$ cat src/rtl/barrel_shifter_pipe_if.sv
// Stream interface for barrel_shifter_pipe: operand side (in_*) and result side (out_*).
// The slave modport is the shifter's view; the master modport is the view of whoever drives
// operands and consumes results.
// out_sticky is present only when BARREL_SHIFTER_PIPE_STICKY_EN is defined.
//
// Handshake: a word moves on a rising clk edge only when valid && ready are both high on
// that side. A producer holds valid and its payload steady until the word is taken.
interface barrel_shifter_pipe_if #(
  parameter int DATA_W  = 48,
  parameter int SHIFT_W = 6
);
  logic               in_valid;
  logic               in_ready;
  logic [DATA_W-1:0]  in_data;
  logic [SHIFT_W-1:0] in_shift;
  logic [1:0]         in_mode;
  logic               out_valid;
  logic               out_ready;
  logic [DATA_W-1:0]  out_data;
`ifdef BARREL_SHIFTER_PIPE_STICKY_EN
  logic               out_sticky;
`endif

  modport slave (
    input  in_valid, in_data, in_shift, in_mode, out_ready,
    output in_ready, out_valid, out_data
`ifdef BARREL_SHIFTER_PIPE_STICKY_EN
    , output out_sticky
`endif
  );

  modport master (
    output in_valid, in_data, in_shift, in_mode, out_ready,
    input  in_ready, out_valid, out_data
`ifdef BARREL_SHIFTER_PIPE_STICKY_EN
    , input out_sticky
`endif
  );
endinterface

$ cat src/rtl/barrel_shifter_pipe.sv
// Pipelined multi-mode barrel shifter with one register stage per shift level.
//
// Shift levels are applied MSB first: pipeline stage j applies the shift by
// 2^(SHIFT_W-1-j).
// Modes: 00 logical right, 01 arithmetic right, 10 logical left, 11 rotate right.
// Optional macro BARREL_SHIFTER_PIPE_STICKY_EN adds out_sticky. out_sticky is the OR of all
// bits lost past the LSB in the right-shift modes.
//
// Backpressure: while the output holds a word that is not taken, the whole pipe freezes and
// in_ready drops. Bubbles inside the pipe are not collapsed.
module barrel_shifter_pipe #(
  parameter int DATA_W  = 48,
  parameter int SHIFT_W = 6
) (
  input  logic                   clk,
  input  logic                   reset_n,
  barrel_shifter_pipe_if.slave   bus
);

  // Stage registers; index j is the pipeline stage, with j = 0 nearest the input.
  logic [DATA_W-1:0]  r_data  [SHIFT_W];
  logic [SHIFT_W-1:0] r_shift [SHIFT_W];
  logic [1:0]         r_mode  [SHIFT_W];
  logic [SHIFT_W-1:0] r_valid;
`ifdef BARREL_SHIFTER_PIPE_STICKY_EN
  logic [SHIFT_W-1:0] r_sticky;
`endif

  // Inputs seen by each stage, and the values each stage will register.
  logic [DATA_W-1:0]  w_src_data  [SHIFT_W];
  logic [SHIFT_W-1:0] w_src_shift [SHIFT_W];
  logic [1:0]         w_src_mode  [SHIFT_W];
  logic [SHIFT_W-1:0] w_src_valid;
  logic [DATA_W-1:0]  w_nxt_data  [SHIFT_W];
  logic [SHIFT_W-1:0] w_nxt_shift [SHIFT_W];
`ifdef BARREL_SHIFTER_PIPE_STICKY_EN
  logic [SHIFT_W-1:0] w_src_sticky;
  logic [SHIFT_W-1:0] w_nxt_sticky;
`endif
  logic               w_stall;

  // Applies one level's shift of s bit positions.
  // SV shifts by s >= DATA_W already give 0 for the logical modes and all sign bits for
  // the arithmetic mode. Rotation by 0 works because d << DATA_W is 0.
  function automatic logic [DATA_W-1:0] f_level(input logic [DATA_W-1:0] d,
                                                input logic [1:0] m, input int s);
    int r;
    r = s % DATA_W;
    case (m)
      2'b00:   f_level = d >> s;
      2'b01:   f_level = $unsigned($signed(d) >>> s);
      2'b10:   f_level = d << s;
      default: f_level = (d >> r) | (d << (DATA_W - r));
    endcase
  endfunction

`ifdef BARREL_SHIFTER_PIPE_STICKY_EN
  // Returns the OR of the bits that a right shift by s pushes out past the LSB.
  function automatic logic f_lost(input logic [DATA_W-1:0] d, input int s);
    f_lost = |(d & ~({DATA_W{1'b1}} << s));
  endfunction
`endif

  assign w_stall       = r_valid[SHIFT_W-1] && !bus.out_ready;
  assign bus.in_ready  = !w_stall;
  assign bus.out_valid = r_valid[SHIFT_W-1];
  assign bus.out_data  = r_data[SHIFT_W-1];
`ifdef BARREL_SHIFTER_PIPE_STICKY_EN
  assign bus.out_sticky = r_sticky[SHIFT_W-1];
`endif

  // Computes each stage's next value.
  // The shift field moves left one bit per stage, so every stage tests the field's MSB.
  always_comb begin
    w_src_data[0]  = bus.in_data;
    w_src_shift[0] = bus.in_shift;
    w_src_mode[0]  = bus.in_mode;
    w_src_valid[0] = bus.in_valid;
`ifdef BARREL_SHIFTER_PIPE_STICKY_EN
    w_src_sticky[0] = 1'b0;
`endif
    for (int j = 1; j < SHIFT_W; j++) begin
      w_src_data[j]  = r_data[j-1];
      w_src_shift[j] = r_shift[j-1];
      w_src_mode[j]  = r_mode[j-1];
      w_src_valid[j] = r_valid[j-1];
`ifdef BARREL_SHIFTER_PIPE_STICKY_EN
      w_src_sticky[j] = r_sticky[j-1];
`endif
    end
    for (int j = 0; j < SHIFT_W; j++) begin
      w_nxt_shift[j] = w_src_shift[j] << 1;
      if (w_src_shift[j][SHIFT_W-1])
        w_nxt_data[j] = f_level(w_src_data[j], w_src_mode[j], 1 << (SHIFT_W - 1 - j));
      else
        w_nxt_data[j] = w_src_data[j];
`ifdef BARREL_SHIFTER_PIPE_STICKY_EN
      w_nxt_sticky[j] = w_src_sticky[j] ||
                        (w_src_shift[j][SHIFT_W-1] && !w_src_mode[j][1] &&
                         f_lost(w_src_data[j], 1 << (SHIFT_W - 1 - j)));
`endif
    end
  end

  // Advances every stage together unless the output is stalled.
  always_ff @(posedge clk or negedge reset_n) begin
    if (!reset_n) begin
      r_valid <= '0;
`ifdef BARREL_SHIFTER_PIPE_STICKY_EN
      r_sticky <= '0;
`endif
      for (int j = 0; j < SHIFT_W; j++) begin
        r_data[j]  <= '0;
        r_shift[j] <= '0;
        r_mode[j]  <= '0;
      end
    end else if (!w_stall) begin
      r_valid <= w_src_valid;
`ifdef BARREL_SHIFTER_PIPE_STICKY_EN
      r_sticky <= w_nxt_sticky;
`endif
      for (int j = 0; j < SHIFT_W; j++) begin
        r_data[j]  <= w_nxt_data[j];
        r_shift[j] <= w_nxt_shift[j];
        r_mode[j]  <= w_src_mode[j];
      end
    end
  end

endmodule
$ cat src/flat_wrapper.sv
// flat-port wrapper written by rule: the top's interface ports become plain ports
module barrel_shifter_pipe_flat 
#(
  parameter int DATA_W  = 48,
  parameter int SHIFT_W = 6
)
  (clk, reset_n, bus_in_valid, bus_in_data, bus_in_shift, bus_in_mode, bus_out_ready, bus_in_ready, bus_out_valid, bus_out_data);
  barrel_shifter_pipe_if #(.DATA_W(DATA_W), .SHIFT_W(SHIFT_W)) bus_i ();
  input  logic clk;
  input  logic reset_n;
  input wire logic [$bits(bus_i.in_valid)-1:0] bus_in_valid;
  input wire logic [$bits(bus_i.in_data)-1:0] bus_in_data;
  input wire logic [$bits(bus_i.in_shift)-1:0] bus_in_shift;
  input wire logic [$bits(bus_i.in_mode)-1:0] bus_in_mode;
  input wire logic [$bits(bus_i.out_ready)-1:0] bus_out_ready;
  output wire logic [$bits(bus_i.in_ready)-1:0] bus_in_ready;
  output wire logic [$bits(bus_i.out_valid)-1:0] bus_out_valid;
  output wire logic [$bits(bus_i.out_data)-1:0] bus_out_data;
  assign bus_i.in_valid = bus_in_valid;
  assign bus_i.in_data = bus_in_data;
  assign bus_i.in_shift = bus_in_shift;
  assign bus_i.in_mode = bus_in_mode;
  assign bus_i.out_ready = bus_out_ready;
  assign bus_in_ready = bus_i.in_ready;
  assign bus_out_valid = bus_i.out_valid;
  assign bus_out_data = bus_i.out_data;
  barrel_shifter_pipe #(.DATA_W(DATA_W), .SHIFT_W(SHIFT_W)) u_core (.clk(clk), .reset_n(reset_n), .bus(bus_i));
endmodule
$ cat config.mk
export PLATFORM = sky130hd
export DESIGN_NAME = barrel_shifter_pipe_flat
export DESIGN_NICKNAME = d
export VERILOG_FILES = /design/src/rtl/barrel_shifter_pipe_if.sv /design/src/rtl/barrel_shifter_pipe.sv /design/src/flat_wrapper.sv
export SDC_FILE = /design/constraint.sdc
export NUM_CORES = 1
export LEC_CHECK = 0
export CORE_MARGIN = 4
export CORE_UTILIZATION = 30
export CTS_BUF_LIST = sky130_fd_sc_hd__clkbuf_8
export DETAILED_ROUTE_END_ITERATION = 8
export GPL_ROUTABILITY_DRIVEN = 0
export SETUP_SLACK_MARGIN = 0.2
export SYNTH_ARGS = -nofsm -noshare
export SYNTH_HDL_FRONTEND = slang
export SYNTH_SLANG_ARGS = --single-unit
$ cat constraint.sdc
create_clock -name clk -period 4.5 [get_ports clk]
set_clock_uncertainty 0.15 [all_clocks]
set_input_delay 0.9 -clock clk [delete_from_list [all_inputs] [get_ports clk]]
set_output_delay 0.9 -clock clk [all_outputs]
set_load 0.01 [all_outputs]
* Word-level counts from Yosys, hierarchy flattened
Cells that the tools add are included.
Word-level totals: flip-flop bits (word level) 319, bits of input ports 60, output and inout bits 50
Operators by class: eq/ne operators 12, mux-type cells 12, bitwise operators 6, reduce and logical (&&, ||, !) cells 9
Operators with widths (number):
- case mux 48 bit (3 select lines) | 6
- two-way mux 48 bit | 6
- bitwise OR 16 x 48 -> 48 bit | 1
- bitwise OR 32 x 48 -> 48 bit | 1
- bitwise OR 40 x 48 -> 48 bit | 1
- bitwise OR 44 x 48 -> 48 bit | 1
- bitwise OR 46 x 48 -> 48 bit | 1
- bitwise OR 47 x 48 -> 48 bit | 1
- equality test 2 x 1 -> 1 bit (second input constant) | 6
- equality test 2 bit (second input constant) | 6
- zero test 2 bit | 6
- zero test 1 bit | 2
- logical AND 1 bit | 1

* Longest topological paths before layout
depth after elaboration 3, depth in mapped cells 8, gate-level depth less buffers 4

* Worst setup path after synthesis
No wires, ideal clock.
path type input port to output port, from input bus_out_ready, to output bus_in_ready, arrival time 1.577 ns, data required time 3.450 ns, slack 1.873 ns, stages 6, buffers on the path 4, path through nor2b_4 -> buf_6 -> inv_4 -> buf_6 -> buf_6 -> buf_2
On the way: word-level cells in the longest chain between the ends 3
Ends and longest elaborated chain:
- start, declared | RTL line flat_wrapper.sv:15 | input wire logic [$bits(bus_i.out_ready)-1:0] bus_out_ready;
- zero test 1 bit | RTL line barrel_shifter_pipe.sv:64 | assign w_stall = r_valid[SHIFT_W-1] && !bus.out_ready;
- logical AND 1 bit | RTL line barrel_shifter_pipe.sv:64
- zero test 1 bit | RTL line barrel_shifter_pipe.sv:65 | assign bus.in_ready = !w_stall;
- end, declared | RTL line flat_wrapper.sv:16 | output wire logic [$bits(bus_i.in_ready)-1:0] bus_in_ready;
No other way between the ends.

* Final worst setup path
Ends and elaborated chain as after synthesis.

==> run summary <==
==========================================================================================
Worst slew slack as a fraction of its limit .................................        20.4%
CTS Buffer Depth ............................................................            3
XOR/XNOR Fraction of Synth Area .............................................           0%
Die X-Extent ................................................................       251 µm
Combinational family with the most area after synthesis ..................... simple AND/OR/NAND/NOR gates
Max-slew violation count ....................................................            0
Footprint of the flip-flops and latches .....................................     7980 µm²
TritonCTS clock tree ........................................................         done
Number of CTS-inserted buffers ..............................................           53
Launching element type of the critical path .................................   input port
Routed Antenna Nets .........................................................            0
Aggregate routed wire length ................................................      46.9 mm
Wire length of the first global-routing pass ................................      76.2 mm
Detailed-route wire length per cell .........................................      17.9 µm
Final TNS setup .............................................................         0 ns
Area delta synth->final .....................................................        10.5%
Setup violations, final .....................................................            0
Final HPWL from detailed placement ..........................................      30.9 mm
Primary flip-flop cell chosen by synthesis mapping .......................... sky130_fd_sc_hd__dfrtp_1
Detailed-router iteration count before antenna repair .......................            5
Largest net degree at the start of global routing ...........................          196
Sw power ....................................................................      5.73 mW
Part of the power in the clock network ......................................        18.1%
Sequential-to-total area share from yosys stat ..............................        45.1%
Final design utilization ....................................................        33.7%
Number of violations of the max-capacitance limit ...........................            0
Cell Count Post-Placement ...................................................        2,527
Path type of the worst setup path ........................................... input port to primary output
Mean area per synthesized cell ..............................................     9.59 µm²
Post-synthesis compound-gate area fraction ..................................        14.1%
Number of flip-flops and latches in the synthesized netlist .................          319
Largest fanout of any net on the critical path ..............................           60
Post-synthesis mux area share ...............................................        13.0%
Number of resized instances in the post-cts repair step .....................            0
Top-area cell type share of the netlist area ................................        45.1%
IO Pins .....................................................................          110
Sum of overflow across all layers after global routing ......................            0
Post-synth cell types .......................................................           39
Reg2Reg Setup Slack .........................................................      1.69 ns
Total leakage power .........................................................      8.40 nW
Sequential cell fraction of total power .....................................        42.6%
Post-route minimum period ...................................................      3.43 ns
Hold violation count in the final report ....................................            0
Number of antenna violations at the first check in global routing ...........            0
Height of the die ...........................................................       251 µm
Area used by multi-input combinational logic ................................     8250 µm²
Power density of the placed cells ...........................................   699 nW/µm²
Net count of the mapped netlist .............................................        1,904
Warnings, synthesis .........................................................            0
Result of the run ...........................................................    completed
DIE AREA ....................................................................   62,900 µm²
EDFF count, synth ...........................................................            0
Row count ...................................................................           88
Filler-free cell count of the finished design ...............................        2,618
Share of synthesized cell area in full adder, half adder and majority cells .           0%
Critical path arrival .......................................................      2.38 ns
Fillcell total ..............................................................        5,902
Post-CTS Setup Inserts ......................................................            0
Area of all placed cells without fillers ....................................   19,500 µm²
Initial cell density of the core ............................................        30.5%
Min setup slack post-route ..................................................      1.07 ns
Layout cells sized above 1 ..................................................        8.53%
Most area-consuming cells after synthesis ................................... sky130_fd_sc_hd__dfrtp_1, sky130_fd_sc_hd__mux2i_1, sky130_fd_sc_hd__nand2_1
Final net count .............................................................        1,877
Tcrit/Tclk final ............................................................        76.2%
Clock latency on the worst-skew pair ........................................      0.60 ns
Unrepaired setup endpoints after global routing .............................        false
Nature of the critical path endpoint ........................................ primary output
Cell chosen for the clock root .............................................. sky130_fd_sc_hd__clkbuf_8
Number of global-route vias before repair ...................................       13,300
Biggest area consumer among synthesized cells ............................... sky130_fd_sc_hd__dfrtp_1
Worst-margin pin slew .......................................................      1.19 ns
Max Freq ....................................................................    0.292 GHz
Ant diodes ..................................................................            0
Internal power of the cells .................................................      7.93 mW
Clock-pin slew on the worst setup and hold paths ............................      0.07 ns
Sink count of the clock tree ................................................          319
Net Sw Frac .................................................................        41.9%
Number of vias per cell .....................................................         5.17
Placement Cell Area .........................................................   18,500 µm²
Share of synthesized cell area in and, or, nand and nor gates ...............        19.4%
Worst IR drop on VDD ........................................................     0.306 mV
Count of mapped cells out of synthesis ......................................        1,844
Required time of the worst setup path .......................................      3.45 ns
Summed instance area of the synthesized netlist .............................   17,700 µm²
Area of the core ............................................................   58,000 µm²
DR vias .....................................................................       13,500
Total Routing Usage GR ......................................................        14.4%
Combinational group share of total power ....................................        39.4%
Fraction of registers with async set or reset after synthesis ...............         100%
Worst slack after detailed placement ........................................      1.04 ns
Input/output buffers ........................................................          109
CTS HTree Levels ............................................................            2
Classification of the worst-slack hold path ................................. input port to asynchronous set/reset pin
Initial DRC Count ...........................................................        1,253
Post-detailed-route DRC marker count ........................................            0
Number of hold buffers added after CTS ......................................            0
==========================================================================================
## synthesized netlist by cell type (2+ instances only)
cell,number
sky130_fd_sc_hd__nand2_1,368
sky130_fd_sc_hd__mux2_2,44
sky130_fd_sc_hd__nand3b_1,90
sky130_fd_sc_hd__o21ai_1,4
sky130_fd_sc_hd__nand2b_1,6
sky130_fd_sc_hd__nor2b_1,49
sky130_fd_sc_hd__o211ai_1,179
sky130_fd_sc_hd__inv_1,4
sky130_fd_sc_hd__nand3_1,88
sky130_fd_sc_hd__a311oi_4,2
sky130_fd_sc_hd__inv_2,2
sky130_fd_sc_hd__nor3_1,60
sky130_fd_sc_hd__buf_1,4
sky130_fd_sc_hd__a211oi_1,56
sky130_fd_sc_hd__mux2i_1,181
sky130_fd_sc_hd__clkbuf_1,29
sky130_fd_sc_hd__dfrtp_1,319
sky130_fd_sc_hd__buf_8,4
sky130_fd_sc_hd__nor2_1,61
sky130_fd_sc_hd__buf_4,68
sky130_fd_sc_hd__a2bb2oi_1,2
sky130_fd_sc_hd__buf_2,74
sky130_fd_sc_hd__a31oi_1,47
sky130_fd_sc_hd__nand2_2,3
sky130_fd_sc_hd__buf_6,31
sky130_fd_sc_hd__clkbuf_4,2
sky130_fd_sc_hd__a211oi_2,4
sky130_fd_sc_hd__o21ai_0,52
## flip-flops by register name, summed over array words and instances (netlist names)
name	cells
u_core.r_valid	6
u_core.r_data	240
u_core.r_mode	10
u_core.r_shift	15
u_core.bus.out_data	48
## power groups by stage
stage                     Clock [mW]  Combinational (mW)  Sequential, mW
after floorplan                    0                4.80            4.96
after global placement             0                5.27            5.79
after detailed placement           0                5.41            5.84
after CTS                       2.54                5.43            5.79
after global routing            2.68                5.98            5.99
final                           2.47                5.37            5.81
## path summary, 6_finish.rpt
path,depth (start not counted),endpoint,startpoint
max reg2reg,4,u_core.r_data[221],u_core.r_mode[10]
min reg2reg,1,u_core.r_valid[5],u_core.r_valid[4]
max,4,bus_in_ready,bus_out_ready
min,1,u_core.r_data[105],reset_n
min in group clk,1,u_core.r_valid[5],u_core.r_valid[4]
max in group asynchronous,2,u_core.r_data[283],reset_n
## stage by stage
step                hold slack, ns  power (mW)
global route                 0.211        14.7
detailed placement           0.295        11.3
floorplan                    0.280        9.76
global placement             0.300        11.1
finish                       0.184        13.7
CTS                          0.188        13.8
## cell usage in the layout (no fill, tap or decap), types with 17 or more instances in the layout
cell / count
sky130_fd_sc_hd__nand2_1: 368
sky130_fd_sc_hd__dfrtp_1: 319
sky130_fd_sc_hd__mux2i_1: 181
sky130_fd_sc_hd__o211ai_1: 179
sky130_fd_sc_hd__clkdlybuf4s50_1: 107
sky130_fd_sc_hd__nand3b_1: 90
sky130_fd_sc_hd__nand3_1: 88
sky130_fd_sc_hd__clkbuf_8: 64
sky130_fd_sc_hd__nor2_1: 61
sky130_fd_sc_hd__nor3_1: 60
sky130_fd_sc_hd__a211oi_1: 56
sky130_fd_sc_hd__o21ai_0: 52
sky130_fd_sc_hd__nor2b_1: 49
sky130_fd_sc_hd__a31oi_1: 47
sky130_fd_sc_hd__mux2_2: 44
sky130_fd_sc_hd__inv_1: 24
sky130_fd_sc_hd__buf_4: 17
## area by class of cell
| type | instances | share of cell area (%) |
|---|---|---|
| clock buffer | 64 | 4.51 |
| clock inverter | 27 | 0.614 |
| inverter | 8 | 0.192 |
| multi-input combinational | 1304 | 42.2 |
| sequential | 319 | 40.8 |
| tap | 765 | 4.90 |
| timing repair buffer | 131 | 6.75 |
## kinds of logic (layout without fill, tap and decap cells)
family / Yosys count / after routing
AOI/OAI and AO/OA: 350 / 350
buffers and inverters: 221 / 230
DFF: 319 / 319
muxes: 225 / 225
and+or+nand+nor: 729 / 729
## critical path, stage by stage
cell and delay, ns:
sky130_fd_sc_hd__clkdlybuf4s50_1 0.50, sky130_fd_sc_hd__nor2b_4 0.08, sky130_fd_sc_hd__inv_8 0.27, sky130_fd_sc_hd__clkdlybuf4s50_1 0.62
## per-layer routing
| metal | track usage (%) | up-vias | wire, µm |
|---|---|---|---|
| met4 | 2.98 | 0 | 814 |
| met5 | 0 | - | 0 |
| met2 | 22.2 | 354 | 20900 |
| met1 | 21.5 | 6636 | 22800 |
| li1 | - | 6482 | - |
| met3 | 2.37 | 74 | 2340 |
No activity file was read; power rests on OpenSTA's default activity.
